[src/rtl/ex_mem_pkg.sv]
// ex_mem_pkg: shared types and constants for the execute-to-memory boundary.
// Holds the control/payload bundle layout, the skid buffer state encoding and
// a saturating-increment helper used by the optional performance counters.
package ex_mem_pkg;

    localparam int N      = 64;
    localparam int REG_W  = 5;
    localparam int CTRL_W = 5;

    // Memory/writeback control, MSB first: {reg_write, mem_to_reg, mem_read, mem_write, branch}
    typedef struct packed {
        logic reg_write;
        logic mem_to_reg;
        logic mem_read;
        logic mem_write;
        logic branch;
    } ex_ctrl_t;

    // Everything the memory stage needs from execute, moved as one word
    typedef struct packed {
        logic [N-1:0]     result;
        logic             zero;
        logic [N-1:0]     wdata;
        logic [N-1:0]     btarget;
        logic [REG_W-1:0] rd;
        ex_ctrl_t         ctrl;
    } ex_mem_bundle_t;

    // Occupancy of the two-entry buffer
    typedef enum logic [1:0] {
        EMPTY = 2'd0,
        ONE   = 2'd1,
        FULL  = 2'd2
    } skid_state_t;

    // Increment that sticks at all-ones instead of wrapping
    function automatic logic [31:0] sat_inc32(input logic [31:0] value);
        logic [31:0] result;
        if (value == 32'hFFFF_FFFF) begin
            result = value;
        end else begin
            result = value + 32'd1;
        end
        return result;
    endfunction

endpackage

[src/rtl/skid_buffer.sv]
// skid_buffer: generic two-entry valid/ready buffer, payload type T.
// The main entry drives the outputs; the skid entry catches the one bundle
// that may arrive while the consumer stalls, which lets in_ready come straight
// from a flop with no combinational path from out_ready.
// flush drops both entries but leaves the payload flops untouched.
module skid_buffer
    import ex_mem_pkg::*;
#(
    parameter type T = logic [7:0]
)
(
    input  logic clk,
    input  logic rst,
    input  logic flush,
    input  logic in_valid,
    output logic in_ready,
    input  T     in_data,
    output logic out_valid,
    input  logic out_ready,
    output T     out_data
);

    skid_state_t r_state;
    logic        r_in_ready;
    logic        r_out_valid;
    T            r_main;
    T            r_skid;

    logic        w_accept;
    logic        w_deliver;

    assign w_accept  = in_valid & r_in_ready;
    assign w_deliver = r_out_valid & out_ready;

    assign in_ready  = r_in_ready;
    assign out_valid = r_out_valid;
    assign out_data  = r_main;

    // Occupancy FSM: moves bundles input -> main/skid -> output in FIFO order
    always_ff @(posedge clk or posedge rst) begin
        if (rst) begin
            r_state     <= EMPTY;
            r_in_ready  <= 1'b1;
            r_out_valid <= 1'b0;
            r_main      <= '0;
            r_skid      <= '0;
        end else if (flush) begin
            // Kill everything in flight; the offered bundle is ignored too
            r_state     <= EMPTY;
            r_in_ready  <= 1'b1;
            r_out_valid <= 1'b0;
        end else begin
            case (r_state)
                EMPTY: begin
                    if (w_accept) begin
                        r_main      <= in_data;
                        r_out_valid <= 1'b1;
                        r_state     <= ONE;
                    end else begin
                        r_state     <= EMPTY;
                    end
                    r_in_ready <= 1'b1;
                end
                ONE: begin
                    if (w_accept && w_deliver) begin
                        // Full throughput: replace the departing bundle
                        r_main     <= in_data;
                        r_state    <= ONE;
                        r_in_ready <= 1'b1;
                    end else if (w_deliver) begin
                        r_out_valid <= 1'b0;
                        r_state     <= EMPTY;
                        r_in_ready  <= 1'b1;
                    end else if (w_accept) begin
                        // Consumer stalled: park the newcomer and close the input
                        r_skid     <= in_data;
                        r_state    <= FULL;
                        r_in_ready <= 1'b0;
                    end else begin
                        r_state    <= ONE;
                        r_in_ready <= 1'b1;
                    end
                end
                FULL: begin
                    if (w_deliver) begin
                        r_main     <= r_skid;
                        r_state    <= ONE;
                        r_in_ready <= 1'b1;
                    end else begin
                        r_state    <= FULL;
                        r_in_ready <= 1'b0;
                    end
                end
                default: begin
                    r_state     <= EMPTY;
                    r_in_ready  <= 1'b1;
                    r_out_valid <= 1'b0;
                end
            endcase
        end
    end

endmodule

[src/rtl/ex_mem_skid.sv]
// ex_mem_skid: execute-to-memory pipeline register with a two-entry skid
// buffer. Packs the ALU outputs into one bundle, buffers it, and unpacks it
// toward the memory stage. Downstream must qualify everything on out_valid.
// Optional: define EX_MEM_PERF_EN to add saturating delivery and stall
// counters (perf_xfers, perf_stalls); flush does not touch them.
module ex_mem_skid
    import ex_mem_pkg::*;
(
    input  logic              clk,
    input  logic              reset,
    input  logic              flush,
    input  logic              in_valid,
    output logic              in_ready,
    input  logic [N-1:0]      in_result,
    input  logic              in_zero,
    input  logic [N-1:0]      in_wdata,
    input  logic [N-1:0]      in_btarget,
    input  logic [REG_W-1:0]  in_rd,
    input  logic [CTRL_W-1:0] in_ctrl,
    output logic              out_valid,
    input  logic              out_ready,
    output logic [N-1:0]      out_result,
    output logic              out_zero,
    output logic [N-1:0]      out_wdata,
    output logic [N-1:0]      out_btarget,
    output logic [REG_W-1:0]  out_rd,
    output logic [CTRL_W-1:0] out_ctrl
`ifdef EX_MEM_PERF_EN
    ,
    output logic [31:0]       perf_xfers,
    output logic [31:0]       perf_stalls
`endif
);

    ex_mem_bundle_t w_in_bundle;
    ex_mem_bundle_t w_out_bundle;
    logic           w_out_valid;

    assign w_in_bundle = {in_result, in_zero, in_wdata, in_btarget, in_rd, in_ctrl};

    skid_buffer #(
        .T (ex_mem_bundle_t)
    ) u_skid (
        .clk       (clk),
        .rst       (reset),
        .flush     (flush),
        .in_valid  (in_valid),
        .in_ready  (in_ready),
        .in_data   (w_in_bundle),
        .out_valid (w_out_valid),
        .out_ready (out_ready),
        .out_data  (w_out_bundle)
    );

    assign out_valid   = w_out_valid;
    assign out_result  = w_out_bundle.result;
    assign out_zero    = w_out_bundle.zero;
    assign out_wdata   = w_out_bundle.wdata;
    assign out_btarget = w_out_bundle.btarget;
    assign out_rd      = w_out_bundle.rd;
    assign out_ctrl    = w_out_bundle.ctrl;

`ifdef EX_MEM_PERF_EN
    logic [31:0] r_perf_xfers;
    logic [31:0] r_perf_stalls;
    logic        w_deliver;
    logic        w_stall;

    assign w_deliver = w_out_valid & out_ready;
    assign w_stall   = w_out_valid & ~out_ready;

    // Saturating counters of deliveries and stalled cycles; only reset clears them
    always_ff @(posedge clk or posedge reset) begin
        if (reset) begin
            r_perf_xfers  <= 32'd0;
            r_perf_stalls <= 32'd0;
        end else begin
            if (w_deliver) begin
                r_perf_xfers <= sat_inc32(r_perf_xfers);
            end else begin
                r_perf_xfers <= r_perf_xfers;
            end
            if (w_stall) begin
                r_perf_stalls <= sat_inc32(r_perf_stalls);
            end else begin
                r_perf_stalls <= r_perf_stalls;
            end
        end
    end

    assign perf_xfers  = r_perf_xfers;
    assign perf_stalls = r_perf_stalls;
`else
    // Counters not built: the core path above is the whole block.
`endif

endmodule

[config.mk]
export PLATFORM = sky130hd
export DESIGN_NAME = ex_mem_skid
export DESIGN_NICKNAME = d
export VERILOG_FILES = /design/src/rtl/ex_mem_pkg.sv /design/src/rtl/skid_buffer.sv /design/src/rtl/ex_mem_skid.sv
export SDC_FILE = /design/constraint.sdc
export NUM_CORES = 1
export LEC_CHECK = 0
export ABC_AREA = 0
export BUFFER_PORTS_ARGS = -buffer_cell sky130_fd_sc_hd__clkbuf_2
export CORE_AREA = 2 2 178 180
export CTS_CLUSTER_DIAMETER = 60
export DETAILED_ROUTE_END_ITERATION = 10
export DIE_AREA = 0 0 180 182
export PLACE_DENSITY_LB_ADDON = 0.3
export SLEW_MARGIN = 20
export SYNTH_ARGS = -nofsm -noshare
export SYNTH_HDL_FRONTEND = slang
export SYNTH_HIERARCHICAL = 1
export SYNTH_SLANG_ARGS = --single-unit
export TNS_END_PERCENT = 30
[constraint.sdc]
create_clock -name clk -period 36.7 [get_ports clk]
set_clock_uncertainty 0.2 [all_clocks]
set_input_delay 5.505 -clock clk [delete_from_list [all_inputs] [get_ports clk]]
set_output_delay 5.505 -clock clk [all_outputs]
set_load 0.1 [all_outputs]
==> Yosys cells after proc, flatten, opt, wreduce, memory -nomap -nowiden <==
Index checks and enable logic that the tools add are counted.
{ "op_classes": {"mux": 22, "n_reduce_logical": 6, "n_bitwise": 5, "eq_ne": 9} }
{ "op_table": {"columns": ["op", "n"], "rows": [
  ["two-way mux 203 bit", 3],
  ["case mux 203 bit (3 select lines)", 1],
  ["two-way mux 1 bit", 10],
  ["two-way mux 2 bit", 5],
  ["AND reduction 5 bit", 2],
  ["!= test 2 x 1 -> 1 bit, second input constant", 3],
  ["!= test 3 x 2 -> 1 bit, second input constant", 2],
  ["case mux 2 bit (3 select lines)", 1],
  ["AND reduction 4 bit", 1],
  ["!= test 3 bit, second input constant", 1],
  ["NOT 1 bit", 3],
  ["case mux 1 bit (3 select lines)", 1],
  ["nonzero test 3 bit", 1],
  ["bitwise AND 1 bit", 2],
  ["equality test 2 x 1 -> 1 bit, second input constant", 1],
  ["equality test 2 bit, second input constant", 1],
  ["zero test 2 bit", 1],
  ["!= test 2 bit, second input constant", 1],
  ["case mux 1 bit (2 select lines)", 1],
  ["logical AND 1 bit", 1]
]} }
{ "totals": {"reg_bits": 410, "in_bits": 208, "wordCells": 65} }

==> Longest topological paths before layout <==
{ "logic_depth": {"word_depth": 6, "mapped_depth": 8} }

==> Least setup slack after synthesis <==
No wires, ideal clock.
{ "synth_timing": {"path_kind": "input-to-reg", "startpoint": "input port in_valid", "endpoint": "register u_skid.r_main (netlist bit u_skid/out_data[10])", "cell_stages": 5, "t_arrival_ns": 6.911, "n_path_buf": 2, "slack_ns": 29.463, "required_ns": 36.375, "cell_sequence": "nand4_1 -> a2111oi_2 -> buf_2 -> buf_4 -> mux2_2"} }
{ "synth_via": {"elab_chain_len": 4} }
{ "synth_lines": {"columns": ["item", "line_no", "source"], "rows": [
  ["start: declaration", "ex_mem_skid.sv:12", "input logic in_valid,"],
  ["bitwise AND 1 bit *", "skid_buffer.sv:32", "assign w_accept = in_valid & r_in_ready;"],
  ["logical AND 1 bit", "skid_buffer.sv:65", "if (w_accept && w_deliver) begin"],
  ["!= test 2 x 1 -> 1 bit (no line)", null, null],
  ["AND reduction 5 bit (no line) *", null, null],
  ["end signal: assignment", "skid_buffer.sv:56", "r_main <= in_data;"],
  ["end signal: assignment", "skid_buffer.sv:67", "r_main <= in_data;"],
  ["end signal: assignment", "skid_buffer.sv:86", "r_main <= r_skid;"],
  ["end: declaration", "skid_buffer.sv:26", "T r_main;"]
]} }
Mark *: on every way between the ends. The rest lies on a longest branch, timed or not.
A chain may end at the register's enable or synchronous reset.

==> Worst setup path after layout <==
{ "layout_timing": {"startpoint": "input port flush", "endpoint": "register u_skid.r_main (netlist bit u_skid/out_data[28])"} }
{ "layout_via": {"elab_chain_len": 2} }
{ "layout_lines": {"columns": ["item", "line_no", "source"], "rows": [
  ["start: declaration", "ex_mem_skid.sv:11", "input logic flush,"],
  ["NOT 1 bit (no line)", null, null],
  ["AND reduction 5 bit (no line)", null, null]
]} }
Every way passes these cells.

==> impl_metrics.json <==
{
  "vias_per_cell": 5.45,
  "critPathRequiredTime_ps": 36900,
  "drt-total-wl_um": 38000,
  "cap_viol_max_count": 0,
  "setup_violations": 0,
  "placed_area_mm2": 0.0201,
  "cp-end-kind": "flop",
  "timing.fmax_mhz": 128,
  "grt-ovfl-total": 0,
  "dr.pass1.iters": 4,
  "hold_violations": 0,
  "cts_root_buf": "clkbuf_16",
  "synth_edf_count": 0,
  "rsz0062_at_grt": "false",
  "period_minus_slack_ps": 7830,
  "crit_fanout": 69,
  "avgSynthCellArea_um2": 15.8,
  "whs_ps": 299,
  "rrSetupSlack_ps": 33040,
  "hold_path.class": "flop to flop",
  "ys_warn_count": 6,
  "yosysSeqAreaShare_pct": 58.0,
  "layout-drive-gt1-share_pct": 71.7,
  "area_growth_pct": 22.1,
  "core_mm2": 0.0310,
  "vias": 10700,
  "syn-cell-area_mm2": 0.0177,
  "htree_levels": 2,
  "synth-seq-cells": 410,
  "drc": 0,
  "clkLatencyLatePin_ps": 520,
  "relSlewSlack_pct": 27.6,
  "die_area_mm2": 0.0328,
  "nNetsFinal": 1734,
  "worstMarginPinSlew_ps": 1090,
  "finish.utilization_pct": 69.7,
  "cpMaxStageDelayCell": "buf_4",
  "clockBufferDepth": 3,
  "cts_hold_buf": 0,
  "numPortBuffers": 412,
  "async_reset_ff_share_pct": 100,
  "die_h_um": 182,
  "final.setup.tns_ps": 0,
  "grt_start_max_net_pins": 140,
  "run_status": "finished clean",
  "grt_pass1_wl_um": 61600,
  "dp_hpwl_um": 25700,
  "crit_top_cell": "buf_4",
  "detail-route-antenna-nets": 0,
  "grt_pass1_vias": 11600,
  "syn_nets": 1329,
  "io_pins": 413,
  "wl_per_cell_um": 19.4,
  "cts_setup_buffers": 0,
  "critPathArrivalTime_ps": 8030,
  "design_area_mm2": 0.0216,
  "critical_path_class": "primary input to flop",
  "fin_crit_sh_pct": 21.3,
  "cts.reportedPaths.clkPinSlew_ps": 60,
  "numClockSinks": 410,
  "critPathLaunchType": "primary input",
  "drt_iter0_markers": 491,
  "num_rows": 65,
  "max_stage_delay_ps": 810,
  "antenna_found_initial": 6,
  "cts_inserted_buffers": 43,
  "die_w_um": 180,
  "synth_cells": 1117,
  "synth_cell_types": 24,
  "slew_violations": 0,
  "synthFlopType": "dfrtp_1",
  "grt_usage_pct": 23.2,
  "initial_core_util_pct": 57.1,
  "cts_tree": "yes",
  "place.gp.congestion": 0.838,
  "path_cells": "clkbuf_2, or2_2, a2111oi_4, buf_4, buf_4, mux2_2",
  "ctsResizeCount": 0
}
## synth_stat cells (2+ instances only)
master	count	area [um2]
inv_1	3	11.3
ha_1	4	50.1
buf_2	27	135
nand2_1	2	7.51
o21ai_0	2	10.0
clkbuf_1	23	86.3
mux2_2	609	6860
and2_1	2	12.5
a21oi_1	4	20.0
nor2_1	2	7.51
dfrtp_1	409	10200
buf_4	17	128
a21boi_0	2	15.0
## sequential cells by signal, summed over array words and instances, names as in the netlist
register          count
u_skid/in_ready       1
u_skid/r_state        2
u_skid/out_valid      1
u_skid/r_skid       203
u_skid/out_data     203
## layout by cell type (no fill, tap or decap), drive strengths merged, types with 2 or more instances in the layout
| cell type | n |
|---|---|
| mux2 | 609 |
| clkbuf | 473 |
| dfrtp | 409 |
| buf | 15 |
| clkinv | 9 |
| diode | 6 |
| bufinv | 6 |
| a21oi | 4 |
| ha | 4 |
| inv | 4 |
| clkinvlp | 2 |
| and2 | 2 |
| nand2 | 2 |
| a21boi | 2 |
| nor2 | 2 |
| o21ai | 2 |
## metal layers
layer	GRT usage [%]	share of wire [%]
met1	28.5	39
met2	39.3	51
met3	6.22	6.4
met4	9.04	3.2
met5	0	0
## kinds of logic (layout without fill, tap and decap cells)
logic type	count (synthesis)	count (layout)	synth area share, %
multiplexers	609	609	38.8
adder cells (fa/ha/maj)	4	4	0.283
flip-flops	410	410	58.0
other	0	6	0
AO/OA/AOI/OAI	13	13	0.530
buffers and inverters	70	509	2.04
AND/OR/NAND/NOR	11	11	0.375
## stage by stage
stage	setup slack, ps	instances
final	28870	1964
after global routing	28510	1964
after CTS	28830	1958
after detailed placement	28280	1879
after global placement	28370	1879
after floorplan	19590	1117
## area by class of cell
class,count,area (um2)
Clock inverter,18,249
Multi-Input combinational cell,637,7100
Fill cell,2181,9390
Antenna cell,6,15.0
Timing Repair Buffer,427,2170
Clock buffer,61,1280
Inverter,3,18.8
Tap cell,402,503
Sequential cell,410,10300
## worst paths after layout
path | startpoint | to | cells after the start
max | flush | u_skid/out_data[28] | 6
min | u_skid/r_skid[51] | u_skid/r_skid[51] | 1
max reg2reg | u_skid/r_state[0] | u_skid/out_data[84] | 6
min reg2reg | u_skid/r_skid[51] | u_skid/r_skid[51] | 1
max in group asynchronous | reset | u_skid/r_skid[68] | 4
min in group asynchronous | reset | u_skid/r_skid[15] | 2
## critical path, delay by kind of cell
family          cells  cell delay (ps)
buf+inv             3             1410
mux                 1              420
simple gates        1              350
compound gates      1              240
Power is left out: the tool's default activity adds up to more than one toggle a clock period on the data nets, which glitch-free logic cannot reach.
